<file path="src/rtl/md_pkg.sv">
// Shared types and constants for the RV32M multiply/divide unit.
package md_pkg;

  localparam int XLEN = 32;

  localparam logic [XLEN-1:0] DIV_OVF_DIVIDEND = 32'h8000_0000;
  localparam logic [XLEN-1:0] ALL_ONES         = 32'hFFFF_FFFF;

  typedef enum logic [2:0] {
    OP_MUL    = 3'b000,
    OP_MULH   = 3'b001,
    OP_MULHSU = 3'b010,
    OP_MULHU  = 3'b011,
    OP_DIV    = 3'b100,
    OP_DIVU   = 3'b101,
    OP_REM    = 3'b110,
    OP_REMU   = 3'b111
  } md_op_e;

  typedef enum logic [1:0] {
    ST_IDLE = 2'd0,
    ST_CALC = 2'd1,
    ST_DONE = 2'd2
  } md_state_e;

  // Magnitude of a value that is two's complement only when is_signed is set.
  function automatic logic [XLEN-1:0] magnitude(input logic [XLEN-1:0] v, input logic is_signed);
    return (is_signed && v[XLEN-1]) ? (~v + 1'b1) : v;
  endfunction

endpackage

</file>
<file path="src/rtl/md_unit_if.sv">
// Request/response bundle between the execute stage and the multiply/divide unit.
interface md_unit_if;
  import md_pkg::*;

  logic            start_i;
  logic [2:0]      funct3_i;
  logic [XLEN-1:0] rs1_data_i;
  logic [XLEN-1:0] rs2_data_i;
  logic [4:0]      rd_addr_i;
  logic            flush_i;
  logic            busy_o;
  logic            valid_o;
  logic [XLEN-1:0] result_o;
  logic [4:0]      rd_addr_o;

  modport master (
    output start_i, funct3_i, rs1_data_i, rs2_data_i, rd_addr_i, flush_i,
    input  busy_o, valid_o, result_o, rd_addr_o
  );

  modport slave (
    input  start_i, funct3_i, rs1_data_i, rs2_data_i, rd_addr_i, flush_i,
    output busy_o, valid_o, result_o, rd_addr_o
  );

endinterface

</file>
<file path="src/rtl/md_iter_core.sv">
// Radix-2 shift-add multiplier / restoring divider on unsigned magnitudes.
// The hi/lo pair is the product accumulator for multiply and the
// remainder/quotient pair for divide. Outputs show the values after the
// iteration in progress, so the final result can be captured on the same
// edge as the last step.
module md_iter_core
  import md_pkg::*;
(
  input  logic              clk_i,
  input  logic              rst_ni,
  input  logic              i_load,
  input  logic              i_en,
  input  logic              i_div,
  input  logic [XLEN-1:0]   i_a,
  input  logic [XLEN-1:0]   i_b,
  output logic [2*XLEN-1:0] o_product,
  output logic [XLEN-1:0]   o_quotient,
  output logic [XLEN-1:0]   o_remainder
);

  logic [XLEN-1:0] r_hi;
  logic [XLEN-1:0] r_lo;
  logic [XLEN-1:0] r_opd;
  logic            r_div;

  logic [XLEN:0]   w_add;
  logic [XLEN:0]   w_shift;
  logic [XLEN:0]   w_diff;
  logic [XLEN-1:0] w_hi_nxt;
  logic [XLEN-1:0] w_lo_nxt;

  // One iteration: add-then-shift-right for multiply, shift-left-then-trial-subtract for divide.
  always_comb begin
    w_add   = {1'b0, r_hi} + (r_lo[0] ? {1'b0, r_opd} : {(XLEN+1){1'b0}});
    w_shift = {r_hi, r_lo[XLEN-1]};
    w_diff  = w_shift - {1'b0, r_opd};
    if (r_div) begin
      w_hi_nxt = w_diff[XLEN] ? w_shift[XLEN-1:0] : w_diff[XLEN-1:0];
      w_lo_nxt = {r_lo[XLEN-2:0], ~w_diff[XLEN]};
    end else begin
      w_hi_nxt = w_add[XLEN:1];
      w_lo_nxt = {w_add[0], r_lo[XLEN-1:1]};
    end
  end

  assign o_product   = {w_hi_nxt, w_lo_nxt};
  assign o_quotient  = w_lo_nxt;
  assign o_remainder = w_hi_nxt;

  // Load operands on acceptance, then step once per enable.
  always_ff @(posedge clk_i or negedge rst_ni) begin
    if (!rst_ni) begin
      r_hi  <= '0;
      r_lo  <= '0;
      r_opd <= '0;
      r_div <= 1'b0;
    end else if (i_load) begin
      r_hi  <= '0;
      r_lo  <= i_div ? i_a : i_b;
      r_opd <= i_div ? i_b : i_a;
      r_div <= i_div;
    end else if (i_en) begin
      r_hi  <= w_hi_nxt;
      r_lo  <= w_lo_nxt;
    end
  end

endmodule

</file>
<file path="src/rtl/md_unit.sv">
// RV32M multiply/divide unit: FSM, iteration counter, sign handling,
// divide special cases and registered write-back outputs.
module md_unit
  import md_pkg::*;
(
  input logic      clk_i,
  input logic      rst_ni,
  md_unit_if.slave bus
);

  md_state_e       r_state;
  md_state_e       w_state_nxt;
  logic [4:0]      r_cnt;
  md_op_e          r_op;
  logic            r_neg_q;
  logic            r_neg_r;
  logic            r_special;
  logic [XLEN-1:0] r_spec_res;
  logic [4:0]      r_rd;
  logic [XLEN-1:0] r_result;
  logic [4:0]      r_rd_out;

  md_op_e            w_op;
  logic              w_accept;
  logic              w_finish;
  logic              w_a_signed;
  logic              w_b_signed;
  logic [XLEN-1:0]   w_a_mag;
  logic [XLEN-1:0]   w_b_mag;
  logic              w_div_zero;
  logic              w_div_ovf;
  logic [XLEN-1:0]   w_spec_res;
  logic [2*XLEN-1:0] w_product;
  logic [XLEN-1:0]   w_quotient;
  logic [XLEN-1:0]   w_remainder;
  logic [2*XLEN-1:0] w_prod_fix;
  logic [XLEN-1:0]   w_final;

  assign w_op     = md_op_e'(bus.funct3_i);
  assign w_accept = (r_state == ST_IDLE) && bus.start_i && !bus.flush_i;
  assign w_finish = (r_state == ST_CALC) && !bus.flush_i && (r_special || (r_cnt == 5'd0));

  // Operand decode at acceptance: signedness, magnitudes and divide special cases.
  always_comb begin
    w_a_signed = (w_op == OP_MULH) || (w_op == OP_MULHSU) || (w_op == OP_DIV) || (w_op == OP_REM);
    w_b_signed = (w_op == OP_MULH) || (w_op == OP_DIV) || (w_op == OP_REM);
    w_a_mag    = magnitude(bus.rs1_data_i, w_a_signed);
    w_b_mag    = magnitude(bus.rs2_data_i, w_b_signed);
    w_div_zero = bus.funct3_i[2] && (bus.rs2_data_i == '0);
    w_div_ovf  = ((w_op == OP_DIV) || (w_op == OP_REM)) &&
                 (bus.rs1_data_i == DIV_OVF_DIVIDEND) && (bus.rs2_data_i == ALL_ONES);
    w_spec_res = '0;
    if (w_div_zero) begin
      w_spec_res = bus.funct3_i[1] ? bus.rs1_data_i : ALL_ONES;
    end else if (w_div_ovf) begin
      w_spec_res = bus.funct3_i[1] ? '0 : DIV_OVF_DIVIDEND;
    end
  end

  md_iter_core u_core (
    .clk_i       (clk_i),
    .rst_ni      (rst_ni),
    .i_load      (w_accept),
    .i_en        (r_state == ST_CALC),
    .i_div       (bus.funct3_i[2]),
    .i_a         (w_a_mag),
    .i_b         (w_b_mag),
    .o_product   (w_product),
    .o_quotient  (w_quotient),
    .o_remainder (w_remainder)
  );

  // Sign fix and result selection; the quotient sign uses r_neg_q, the remainder follows the dividend.
  always_comb begin
    w_prod_fix = r_neg_q ? (~w_product + 1'b1) : w_product;
    w_final    = '0;
    case (r_op)
      OP_MUL:                       w_final = w_prod_fix[XLEN-1:0];
      OP_MULH, OP_MULHSU, OP_MULHU: w_final = w_prod_fix[2*XLEN-1:XLEN];
      OP_DIV, OP_DIVU:              w_final = r_neg_q ? (~w_quotient + 1'b1) : w_quotient;
      OP_REM, OP_REMU:              w_final = r_neg_r ? (~w_remainder + 1'b1) : w_remainder;
      default:                      w_final = '0;
    endcase
    if (r_special) begin
      w_final = r_spec_res;
    end
  end

  // State register.
  always_ff @(posedge clk_i or negedge rst_ni) begin
    if (!rst_ni) begin
      r_state <= ST_IDLE;
    end else begin
      r_state <= w_state_nxt;
    end
  end

  // Next-state logic; flush aborts any operation in flight and outranks a new start.
  always_comb begin
    w_state_nxt = r_state;
    case (r_state)
      ST_IDLE: if (w_accept) w_state_nxt = ST_CALC;
      ST_CALC: begin
        if (bus.flush_i) begin
          w_state_nxt = ST_IDLE;
        end else if (r_special || (r_cnt == 5'd0)) begin
          w_state_nxt = ST_DONE;
        end
      end
      ST_DONE: w_state_nxt = ST_IDLE;
      default: w_state_nxt = ST_IDLE;
    endcase
  end

  // Capture request context on acceptance, count iterations, register the result on completion.
  always_ff @(posedge clk_i or negedge rst_ni) begin
    if (!rst_ni) begin
      r_cnt      <= '0;
      r_op       <= OP_MUL;
      r_neg_q    <= 1'b0;
      r_neg_r    <= 1'b0;
      r_special  <= 1'b0;
      r_spec_res <= '0;
      r_rd       <= '0;
      r_result   <= '0;
      r_rd_out   <= '0;
    end else begin
      if (w_accept) begin
        r_cnt      <= 5'd31;
        r_op       <= w_op;
        r_neg_q    <= (w_a_signed & bus.rs1_data_i[XLEN-1]) ^ (w_b_signed & bus.rs2_data_i[XLEN-1]);
        r_neg_r    <= w_a_signed & bus.rs1_data_i[XLEN-1];
        r_special  <= w_div_zero || w_div_ovf;
        r_spec_res <= w_spec_res;
        r_rd       <= bus.rd_addr_i;
      end else if ((r_state == ST_CALC) && (r_cnt != 5'd0)) begin
        r_cnt <= r_cnt - 5'd1;
      end
      if (w_finish) begin
        r_result <= w_final;
        r_rd_out <= r_rd;
      end
    end
  end

  assign bus.busy_o    = (r_state != ST_IDLE);
  // A flush arriving during DONE withdraws the pulse in that same cycle.
  assign bus.valid_o   = (r_state == ST_DONE) && !bus.flush_i;
  assign bus.result_o  = r_result;
  assign bus.rd_addr_o = r_rd_out;

endmodule
</file>
<file path="src/flat_wrapper.sv">
// flat-port wrapper written by rule: the top's interface ports become plain ports
module md_unit_flat import md_pkg::*;
  (clk_i, rst_ni, bus_start_i, bus_funct3_i, bus_rs1_data_i, bus_rs2_data_i, bus_rd_addr_i, bus_flush_i, bus_busy_o, bus_valid_o, bus_result_o, bus_rd_addr_o);
  md_unit_if bus_i ();
  input logic clk_i;
  input logic rst_ni;
  input wire logic [$bits(bus_i.start_i)-1:0] bus_start_i;
  input wire logic [$bits(bus_i.funct3_i)-1:0] bus_funct3_i;
  input wire logic [$bits(bus_i.rs1_data_i)-1:0] bus_rs1_data_i;
  input wire logic [$bits(bus_i.rs2_data_i)-1:0] bus_rs2_data_i;
  input wire logic [$bits(bus_i.rd_addr_i)-1:0] bus_rd_addr_i;
  input wire logic [$bits(bus_i.flush_i)-1:0] bus_flush_i;
  output wire logic [$bits(bus_i.busy_o)-1:0] bus_busy_o;
  output wire logic [$bits(bus_i.valid_o)-1:0] bus_valid_o;
  output wire logic [$bits(bus_i.result_o)-1:0] bus_result_o;
  output wire logic [$bits(bus_i.rd_addr_o)-1:0] bus_rd_addr_o;
  assign bus_i.start_i = bus_start_i;
  assign bus_i.funct3_i = bus_funct3_i;
  assign bus_i.rs1_data_i = bus_rs1_data_i;
  assign bus_i.rs2_data_i = bus_rs2_data_i;
  assign bus_i.rd_addr_i = bus_rd_addr_i;
  assign bus_i.flush_i = bus_flush_i;
  assign bus_busy_o = bus_i.busy_o;
  assign bus_valid_o = bus_i.valid_o;
  assign bus_result_o = bus_i.result_o;
  assign bus_rd_addr_o = bus_i.rd_addr_o;
  md_unit u_core (.clk_i(clk_i), .rst_ni(rst_ni), .bus(bus_i));
endmodule
</file>
<file path="config.mk">
export PLATFORM = sky130hd
export DESIGN_NAME = md_unit_flat
export DESIGN_NICKNAME = d
export VERILOG_FILES = /design/src/rtl/md_pkg.sv /design/src/rtl/md_unit_if.sv /design/src/rtl/md_iter_core.sv /design/src/rtl/md_unit.sv /design/src/flat_wrapper.sv
export SDC_FILE = /design/constraint.sdc
export NUM_CORES = 1
export LEC_CHECK = 0
export BUFFER_PORTS_ARGS = -buffer_cell sky130_fd_sc_hd__buf_4
export CAP_MARGIN = 20
export CORE_UTILIZATION = 50
export DETAILED_ROUTE_END_ITERATION = 6
export PLACE_DENSITY = 0.78
export SYNTH_ARGS = -nofsm -noshare
export SYNTH_HDL_FRONTEND = slang
export SYNTH_HIERARCHICAL = 1
export SYNTH_SLANG_ARGS = --single-unit
</file>
<file path="constraint.sdc">
create_clock -name clk_i -period 6.8 [get_ports clk_i]
set_clock_uncertainty 0.15 [all_clocks]
set_input_delay 1.36 -clock clk_i [delete_from_list [all_inputs] [get_ports clk_i]]
set_output_delay 1.36 -clock clk_i [all_outputs]
set_load 0.05 [all_outputs]
</file>
==> Yosys cells after proc, flatten, opt, wreduce, memory -nomap -nowiden <==
Cells that the tools add are included.
{ "totals": {"ff_bits": 184, "output_inout_bits": 39, "word_cells": 107} }
{ "op_classes": {"reduce_logical": 32, "bitwise_logic": 9, "n_addsub": 8, "mux": 27, "n_eq_ne": 17} }
{ "ops": {"columns": ["cell", "n"], "rows": [
  ["2-to-1 mux 32 bit", 19],
  ["adder 32 x 1 -> 32 bit (second input constant)", 4],
  ["inverter 32 bit", 4],
  ["one-hot mux 32 bit (4 select lines)", 1],
  ["adder 64 x 1 -> 64 bit (second input constant)", 1],
  ["== test 32 bit (second input constant)", 2],
  ["2-to-1 mux 64 bit", 1],
  ["inverter 64 bit", 1],
  ["adder 32 x 33 -> 33 bit", 1],
  ["subtractor 33 x 32 -> 33 bit", 1],
  ["zero test 32 bit", 1],
  ["== test 3 bit (second input constant)", 6],
  ["logical AND 1 bit", 11],
  ["2-to-1 mux 5 bit", 2],
  ["== test 3 x 2 -> 1 bit (second input constant)", 3],
  ["logical OR 1 bit", 8],
  ["== test 3 x 1 -> 1 bit (second input constant)", 2],
  ["2-to-1 mux 2 bit", 3],
  ["nonzero test 2 bit", 3],
  ["zero test 5 bit", 1],
  ["nonzero test 5 bit", 1],
  ["subtractor 5 x 1 -> 5 bit (second input constant)", 1],
  ["one-hot mux 2 bit (2 select lines)", 1],
  ["OR reduction 2 bit", 2],
  ["12 further kinds", 13]
]} }

==> Logic depth before layout (Yosys ltp) <==
Gate-level depths: netlist of the first run.
{ "depth": {"depth_word": 8, "mapped_depth": 25, "depth_no_buf": 22} }

==> Cells and area by module <==
Netlist of the first run, hierarchy kept.
{ "modules_own_cells": {"columns": ["mod", "seq_area_each_um2", "cells_each", "area_each_um2", "n_inst"], "rows": [
  ["md_iter_core", 2427.3, 1213, 9989.6, 1],
  ["md_unit", 2177.1, 1231, 9142.5, 1]
]} }

==> Least setup slack after synthesis of the first run <==
OpenSTA, ideal clock, no wires.
{ "synth_path": {"kind": "reg2reg", "from": "register u_core.u_core.r_lo[31]", "to": "register u_core.r_result[27], in the netlist u_core/bus.result_o[27]", "arrival_ns": 4.970, "required_time_ns": 6.516, "synth_period_minus_slack_ns": 5.254, "slack_ns": 1.546, "stages_incl_launch_ff": 23, "cell_sequence": "dfrtp_1 > inv_1 > ha_1 > inv_1 > fa_1 > a21o_1 > a221o_2 > a22oi_4 > o21ai_2 > a31oi_4 > xnor2_4 > buf_6 > mux2_4 > nand2_1 > o21ai_1 > or4_1 > clkbuf_1 > nor3_1 > nand3_1 > nor4_2 > mux2_1 > a221oi_1 > a211oi_2"} }
{ "synth_between": {"elab_chain_len": 8, "word_cells_on_any_way": 16, "classes_between": "4 x add/sub; 8 x mux; 4 x bitwise"} }
{ "synth_lines": {"columns": ["element", "line", "source"], "rows": [
  ["start, declared", "md_iter_core.sv:22", "logic [XLEN-1:0] r_lo;"],
  ["start signal, assigned", "md_iter_core.sv:59", "r_lo <= i_div ? i_a : i_b;"],
  ["start signal, assigned", "md_iter_core.sv:64", "r_lo <= w_lo_nxt;"],
  ["subtractor 33 x 32 -> 33 bit *", "md_iter_core.sv:36", "w_diff = w_shift - {1'b0, r_opd};"],
  ["2-to-1 mux 32 bit *", "md_iter_core.sv:38", "w_hi_nxt = w_diff[XLEN] ? w_shift[XLEN-1:0] : w_diff[XLEN-1:0];"],
  ["2-to-1 mux 32 bit *", "md_iter_core.sv:37", "if (r_div) begin"],
  ["via u_core.w_product[36]", "md_unit.sv:33", "logic [2*XLEN-1:0] w_product;"],
  ["inverter 64 bit / inverter 32 bit (equally long branches)", "md_unit.sv:75, md_unit.sv:81", null],
  ["adder 64 x 1 -> 64 bit / adder 32 x 1 -> 32 bit (equally long branches)", "md_unit.sv:75, md_unit.sv:81", null],
  ["2-to-1 mux 64 bit / 2-to-1 mux 32 bit (equally long branches)", "md_unit.sv:75, md_unit.sv:81", null],
  ["one-hot mux 32 bit (4 select lines) *", "md_unit.sv:77", "case (r_op)"],
  ["2-to-1 mux 32 bit *", "md_unit.sv:84", "if (r_special) begin"],
  ["end signal, assigned", "md_unit.sv:140", "r_result <= w_final;"],
  ["end, declared", "md_unit.sv:20", "logic [XLEN-1:0] r_result;"]
]} }
The timed path passes the listed nets; every way through them passes the cells marked *.
A chain may end at the register's enable or synchronous reset.

==> Worst setup path in the final report of the first run <==
{ "layout_path": {"from": "register u_core.u_core.r_lo[31]", "to": "register u_core.r_result[22], in the netlist u_core/bus.result_o[22]"} }
The elaborated chain is that of the path after synthesis.

==> results.cfg, run 1 <==
[timing]
worst_pin_slew_ns = 1.037
finalWorstSetupSlack_ns = 0.4947
relSlewSlack = 0.3085
setup_viol = 0
rsz0062_at_grt = no
hold_violations = 0
period_share = 0.9272
max_freq_mhz = 158.6
finalWorstPathRequiredPeriod_ns = 6.305
final.setup.tns_ns = 0
final_max_slew_viol_count = 0

[cts]
h-tree-depth = 4
clockBufferDepth = 2
clock_latency_ns = 0.47
clock_tree.root_cell = clkbuf_16
post_cts_buffers = 0
hold_buffers = 0
clkTransAtPathRegs_ns = 0.07
cts_resized = 0
cts_tree = done
numCtsBuffers = 17
cts.sinks = 184

[setup_path]
crit_top_cell = nand2_1
critPathKind = register to register
slowest_delay_ns = 0.55
cp-end-kind = register
arrival_ns = 6.48
critPathMaxFanout = 24
critical_path.startpoint_type = register
crit_required_ns = 6.97
crit_path_cell_trace = inv_1 > ha_1 > inv_1 > fa_1 > a21o_1 > a221o_2 > a22oi_4 > o21ai_2 > a31oi_4 > xnor2_4 > buf_4 > mux2_2 > nand2_1 > nand2_1 > or3_1 > nor4_2 > nand2_1 > o41ai_2 > xnor2_1 > a221oi_1 > a211oi_1
cp_slowest_cell = o41ai_2

[synth]
ys.flop_type = dfrtp_1
synth_cells = 2444
synth_nets = 2594
ys_seq_area_frac = 0.2407
yosys.cell_types.count = 101
synthAdderAreaFrac = 0.04918
synth_compound_area_frac = 0.2322
syn_area_per_cell_sq_um = 7.828
netlist_top_cells_count = nand2_1, nor2_1, dfrtp_1, o21ai_0, a21oi_1
synthXorXnorAreaFrac = 0.1007
synth.most_common_cell = nand2_1
synthArstFlopShare = 1.000
ys_warn_count = 6
synth.area.top_cells = dfrtp_1, xnor2_1, nand2_1
synth.area.mux_share = 0.09365
yosys_register_bits = 184
synth_top_family_by_area = compound AO/OA/AOI/OAI gates
synthSimpleGateAreaFrac = 0.2133
syn_area_sq_um = 19130
synth_area_leader_cell = dfrtp_1
synth.top_cell.area_share = 0.2407
synth_edf_count = 0

[global_routing]
first_global_vias = 18420
grt_pass1_wl_mm = 111.5
grt_max_degree = 101
overflow = 0
grt.total_usage = 0.3792
antenna_found_initial = 1

[floorplanning]
die_h_um = 197.6
die_area_sq_um = 39050
die_x_um = 197.6
num_io_pins = 115
rows = 71
core_sq_um = 37670
initial_core_util = 0.5079

[power]
ir_drop_v = 0.0002437
finalPower_mw = 9.333
power.density_nw_per_um2 = 455.0
p_leak_nw = 8.602

[cells_and_area]
area_delta_synth_final_pct = 7.214
fill_cells = 3565
final_cells = 2941
nets = 2567
drive_above_1_share = 0.1342
post-route-util = 0.5446

[routing]
finalWirelength_mm = 73.64
first_pass_iters = 6
drt_iter0_markers = 2519
drcViolationCount = 0
postRouteAntennaNets = 0
dr_total_vias = 19410
wl_per_cell_um = 25.04
via_per_inst = 6.598

[placement]
placed_cells = 2909
place.gp.congestion = 1.077
portBuffers = 114
dpl.hpwl_mm = 57.09
dp_worst_setup_slack_ns = 0.5888

[worst_hold_path]
hold_path.class = register to register

[run_status]
outcome = completed

[run]
drv_cap = 0
## where the power goes
part / total [mW] / internal [mW] / switching (mW)
Combinational: 6.64 / 2.34 / 4.30
Sequential: 1.68 / 1.33 / 0.348
Clock: 1.01 / 0.516 / 0.495
## metrics by stage
stage | instance area (sq um) | hold slack [ns]
global route | 20510 | 0.3341
global placement | 19950 | 0.2980
CTS | 20510 | 0.3171
floorplan | 19130 | 0.2886
detailed placement | 19950 | 0.2984
finish | 20510 | 0.3183
## registers in the layout (all words and copies together), names as in the netlist
| name | count |
|---|---|
| u_core/r_special | 1 |
| u_core/r_neg_r | 1 |
| u_core/bus.result_o | 32 |
| u_core/bus.rd_addr_o | 5 |
| u_core/u_core/r_opd | 32 |
| u_core/u_core/r_lo | 32 |
| u_core/r_op | 3 |
| u_core/r_state | 2 |
| u_core/u_core/r_div | 1 |
| u_core/r_neg_q | 1 |
| u_core/r_spec_res | 32 |
| u_core/r_cnt | 5 |
| u_core/r_rd | 5 |
| u_core/u_core/r_hi | 32 |
## layout make-up
cell class	instances	area [sq um]	area share
Multi-Input combinational cell	1981	13200	0.6433
Sequential cell	184	4607	0.2246
Timing Repair Buffer	162	1235	0.06020
Tap cell	511	639.4	0.03117
Clock buffer	19	432.9	0.02111
Inverter	71	269.0	0.01311
Clock inverter	12	131.4	0.006405
Antenna cell	1	2.502	0.0001220
## worst max-delay path, delay by kind of cell, from the launching register on
kind,cells,cell delay [ns]
fa+ha+maj,2,0.61
mux,1,0.36
compound gates,8,2.21
flops,1,0.39
simple gates,5,1.37
buf+inv,3,0.53
xor+xnor,2,0.51
## cell families (layout without fill, tap and decap cells)
logic type	after synthesis	after routing
fa+ha+maj	74	74
xor+xnor	217	217
mux	169	169
simple gates	828	828
other cells	0	1
buf+inv	279	264
compound gates	693	693
flops	184	184
## final timing paths
kind / end / depth (start not counted) / start / slack [ns]
max: u_core/bus.result_o[22]$_DFFE_PN0P_ / 21 / u_core/u_core/r_lo[31]$_DFFE_PN0P_ / 0.49
min: u_core/bus.rd_addr_o[3]$_DFFE_PN0P_ / 2 / u_core/r_rd[3]$_DFFE_PN0P_ / 0.32
max reg2reg: u_core/bus.result_o[22]$_DFFE_PN0P_ / 21 / u_core/u_core/r_lo[31]$_DFFE_PN0P_ / 0.49
min reg2reg: u_core/bus.rd_addr_o[3]$_DFFE_PN0P_ / 2 / u_core/r_rd[3]$_DFFE_PN0P_ / 0.32
max in group asynchronous: u_core/u_core/r_div$_DFFE_PN0P_ / 2 / rst_ni / 4.68
min in group asynchronous: u_core/bus.result_o[24]$_DFFE_PN0P_ / 1 / rst_ni / 0.73
## placed cells by master, fill, tap and decap left out, drive strengths merged, types with 6 or more instances in the layout
cell type / instances
a221oi: 16
mux2i: 98
a31oi: 17
nand3: 37
ha: 72
o31ai: 40
a21o: 38
nor3: 76
o31a: 7
or3: 32
o221ai: 13
or2: 11
or4: 28
and3: 20
nor4: 29
inv: 78
nand4: 32
o21a: 10
xor2: 98
dfrtp: 184
a21oi: 169
mux2: 71
a211oi: 24
nor2b: 16
buf: 161
nand2: 265
nor3b: 7
o211ai: 13
clkbuf: 20
a22oi: 6
o22ai: 14
o21ai: 237
and2: 41
nor2: 202
xnor2: 119
nand2b: 17
o41ai: 34
## layer usage
layer	up-vias	routed length, um	track usage
met3	253	7173	0.08810
met4	0	4490	0.2067
met2	1072	31730	0.5712
li1	8730	-	-
met5	-	0	0
met1	9351	30250	0.5005
No activity file was read; power rests on OpenSTA's default activity.
==> run 2, diff against run 1 <==
- CORE_MARGIN: default -> 2
- PLACE_DENSITY: 0.78 -> 0.71
==> results.cfg, run 2 (synthesized netlist as in run 1, its figures left out) <==
[setup_path]
cp_slowest_cell = or4_1
slowest_delay_ns = 0.80
crit_path_cell_trace = inv_1 > ha_1 > nand2_1 > nor3_2 > nand2_1 > a41oi_1 > a31oi_4 > xnor2_4 > mux2i_1 > a21oi_1 > or4_1 > nor4_1 > nand2_1 > o41ai_1 > xnor2_1 > a221oi_1 > nor3_1
critPathKind = register to register
crit_required_ns = 6.99
cp_top_family = simple AND/OR/NAND/NOR gates
critPathMaxFanout = 17
arrival_ns = 6.62
critPathBufInv = 1
crit_top_cell = nand2_1
cp-end-kind = register
critical_path.startpoint_type = register

[power]
switching_share = 0.5551
p_sw_mw = 5.179
ir_drop_v = 0.0002639
p_int_mw = 4.151
p_clk_frac = 0.112
combPwrFrac = 0.707
p_leak_nw = 8.580
p_seq_frac = 0.181
power.density_nw_per_um2 = 454.9

[timing]
worst_pin_slew_ns = 1.164
period_share = 0.9453
final_max_slew_viol_count = 0
relSlewSlack = 0.2243
final.setup.tns_ns = 0
rsz0062_at_grt = no
hold_ws_ns = 0.3248
max_freq_mhz = 155.6
finalWorstPathRequiredPeriod_ns = 6.428
setup_viol = 0
hold_violations = 0

[routing]
via_per_inst = 6.594
dr_total_vias = 19350
finalWirelength_mm = 73.90
drt_iter0_markers = 2207
wl_per_cell_um = 25.18
drcViolationCount = 0
postRouteAntennaNets = 0
first_pass_iters = 6

[floorplanning]
die_h_um = 199.6
num_io_pins = 115
core_sq_um = 37670
die_area_sq_um = 39840
rows = 71
initial_core_util = 0.5079
die_x_um = 199.6

[cts]
clock_latency_ns = 0.47
post_cts_buffers = 0
clockBufferDepth = 2
clock_tree.root_cell = clkbuf_16
cts_resized = 0
numCtsBuffers = 17
clkTransAtPathRegs_ns = 0.09
cts_tree = done
h-tree-depth = 4
cts.sinks = 184
hold_buffers = 0

[global_routing]
overflow = 0
grt_max_degree = 116
grt.total_usage = 0.3723
grt_pass1_wl_mm = 110.9
first_global_vias = 18250
antenna_found_initial = 1

[placement]
portBuffers = 114
place.gp.congestion = 1.056
dpl.hpwl_mm = 56.27

[cells_and_area]
layout_common_cells = nand2_1, nor2_1, o21ai_0, dfrtp_1, a21oi_1
drive_above_1_share = 0.1329
final_common_cell = nand2_1
fill_cells = 3662
area_delta_synth_final_pct = 7.200
nets = 2560

[run]
drv_cap = 0

[run_status]
outcome = completed

[worst_hold_path]
hold_path.class = register to register
==> run 2: layer usage <==
| metal | up-vias | wire length (um) | track usage |
|---|---|---|---|
| li1 | 8737 | - | - |
| met1 | 9324 | 29570 | 0.4799 |
| met2 | 1069 | 32520 | 0.5671 |
| met3 | 222 | 7638 | 0.1013 |
| met4 | 0 | 4164 | 0.1995 |
| met5 | - | 0 | 0 |
==> run 2: tightest hold or removal path, stage by stage, from the launching register on <==
cell and delay, ns:
dfrtp_1 0.35, nand2_1 0.05, nand2_1 0.05
==> run 2: layout make-up <==
class,instances,area [sq um],area share
clock inverter,15,180.2,0.008785
tap,511,639.4,0.03117
timing repair buffer,155,1182,0.05765
inverter,71,269.0,0.01312
multi-input combinational,1981,13200,0.6437
antenna,1,2.502,0.0001220
clock buffer,17,425.4,0.02074
sequential,184,4609,0.2247
==> run 2: stage by stage <==
| stage | utilization | instance area, sq um | cells | setup WS, ns | total power, mW |
|---|---|---|---|---|---|
| 4_1_cts | 0.5442 | 20500 | 2933 | 0.6036 | 9.106 |
| 2_1_floorplan | - | 19130 | 2444 | 1.546 | 6.545 |
| 3_3_place_gp | 0.5280 | 19890 | 2900 | 0.6831 | 7.964 |
| 3_5_place_dp | 0.5282 | 19890 | 2901 | 0.6654 | 8.037 |
| 6_report | 0.5445 | 20510 | 2935 | 0.3720 | 9.329 |
| 5_1_grt | 0.5444 | 20510 | 2934 | 0.04542 | 9.839 |
==> run 2: worst paths after layout <==
| kind | startpoint | end | slack, ns | cells after the start |
|---|---|---|---|---|
| worst max-delay path | u_core/u_core/r_opd[25]$_DFFE_PN0P_ | u_core/bus.result_o[19]$_DFFE_PN0P_ | 0.37 | 17 |
| worst min-delay path | u_core/r_rd[4]$_DFFE_PN0P_ | u_core/bus.rd_addr_o[4]$_DFFE_PN0P_ | 0.32 | 2 |
| worst max register to register | u_core/u_core/r_opd[25]$_DFFE_PN0P_ | u_core/bus.result_o[19]$_DFFE_PN0P_ | 0.37 | 17 |
| worst min register to register | u_core/r_rd[4]$_DFFE_PN0P_ | u_core/bus.rd_addr_o[4]$_DFFE_PN0P_ | 0.32 | 2 |
| max in group asynchronous | rst_ni | u_core/r_neg_q$_DFFE_PN0P_ | 4.73 | 2 |
| min in group asynchronous | rst_ni | u_core/bus.result_o[25]$_DFFE_PN0P_ | 0.77 | 1 |
==> run 2: power by group through the flow <==
stage | clock network [mW] | registers (mW) | logic [mW]
floorplan | 0 | 1.51 | 5.04
global placement | 0 | 1.68 | 6.28
detailed placement | 0 | 1.70 | 6.34
CTS | 1.06 | 1.67 | 6.38
global route | 1.11 | 1.72 | 7.02
finish | 1.05 | 1.69 | 6.59
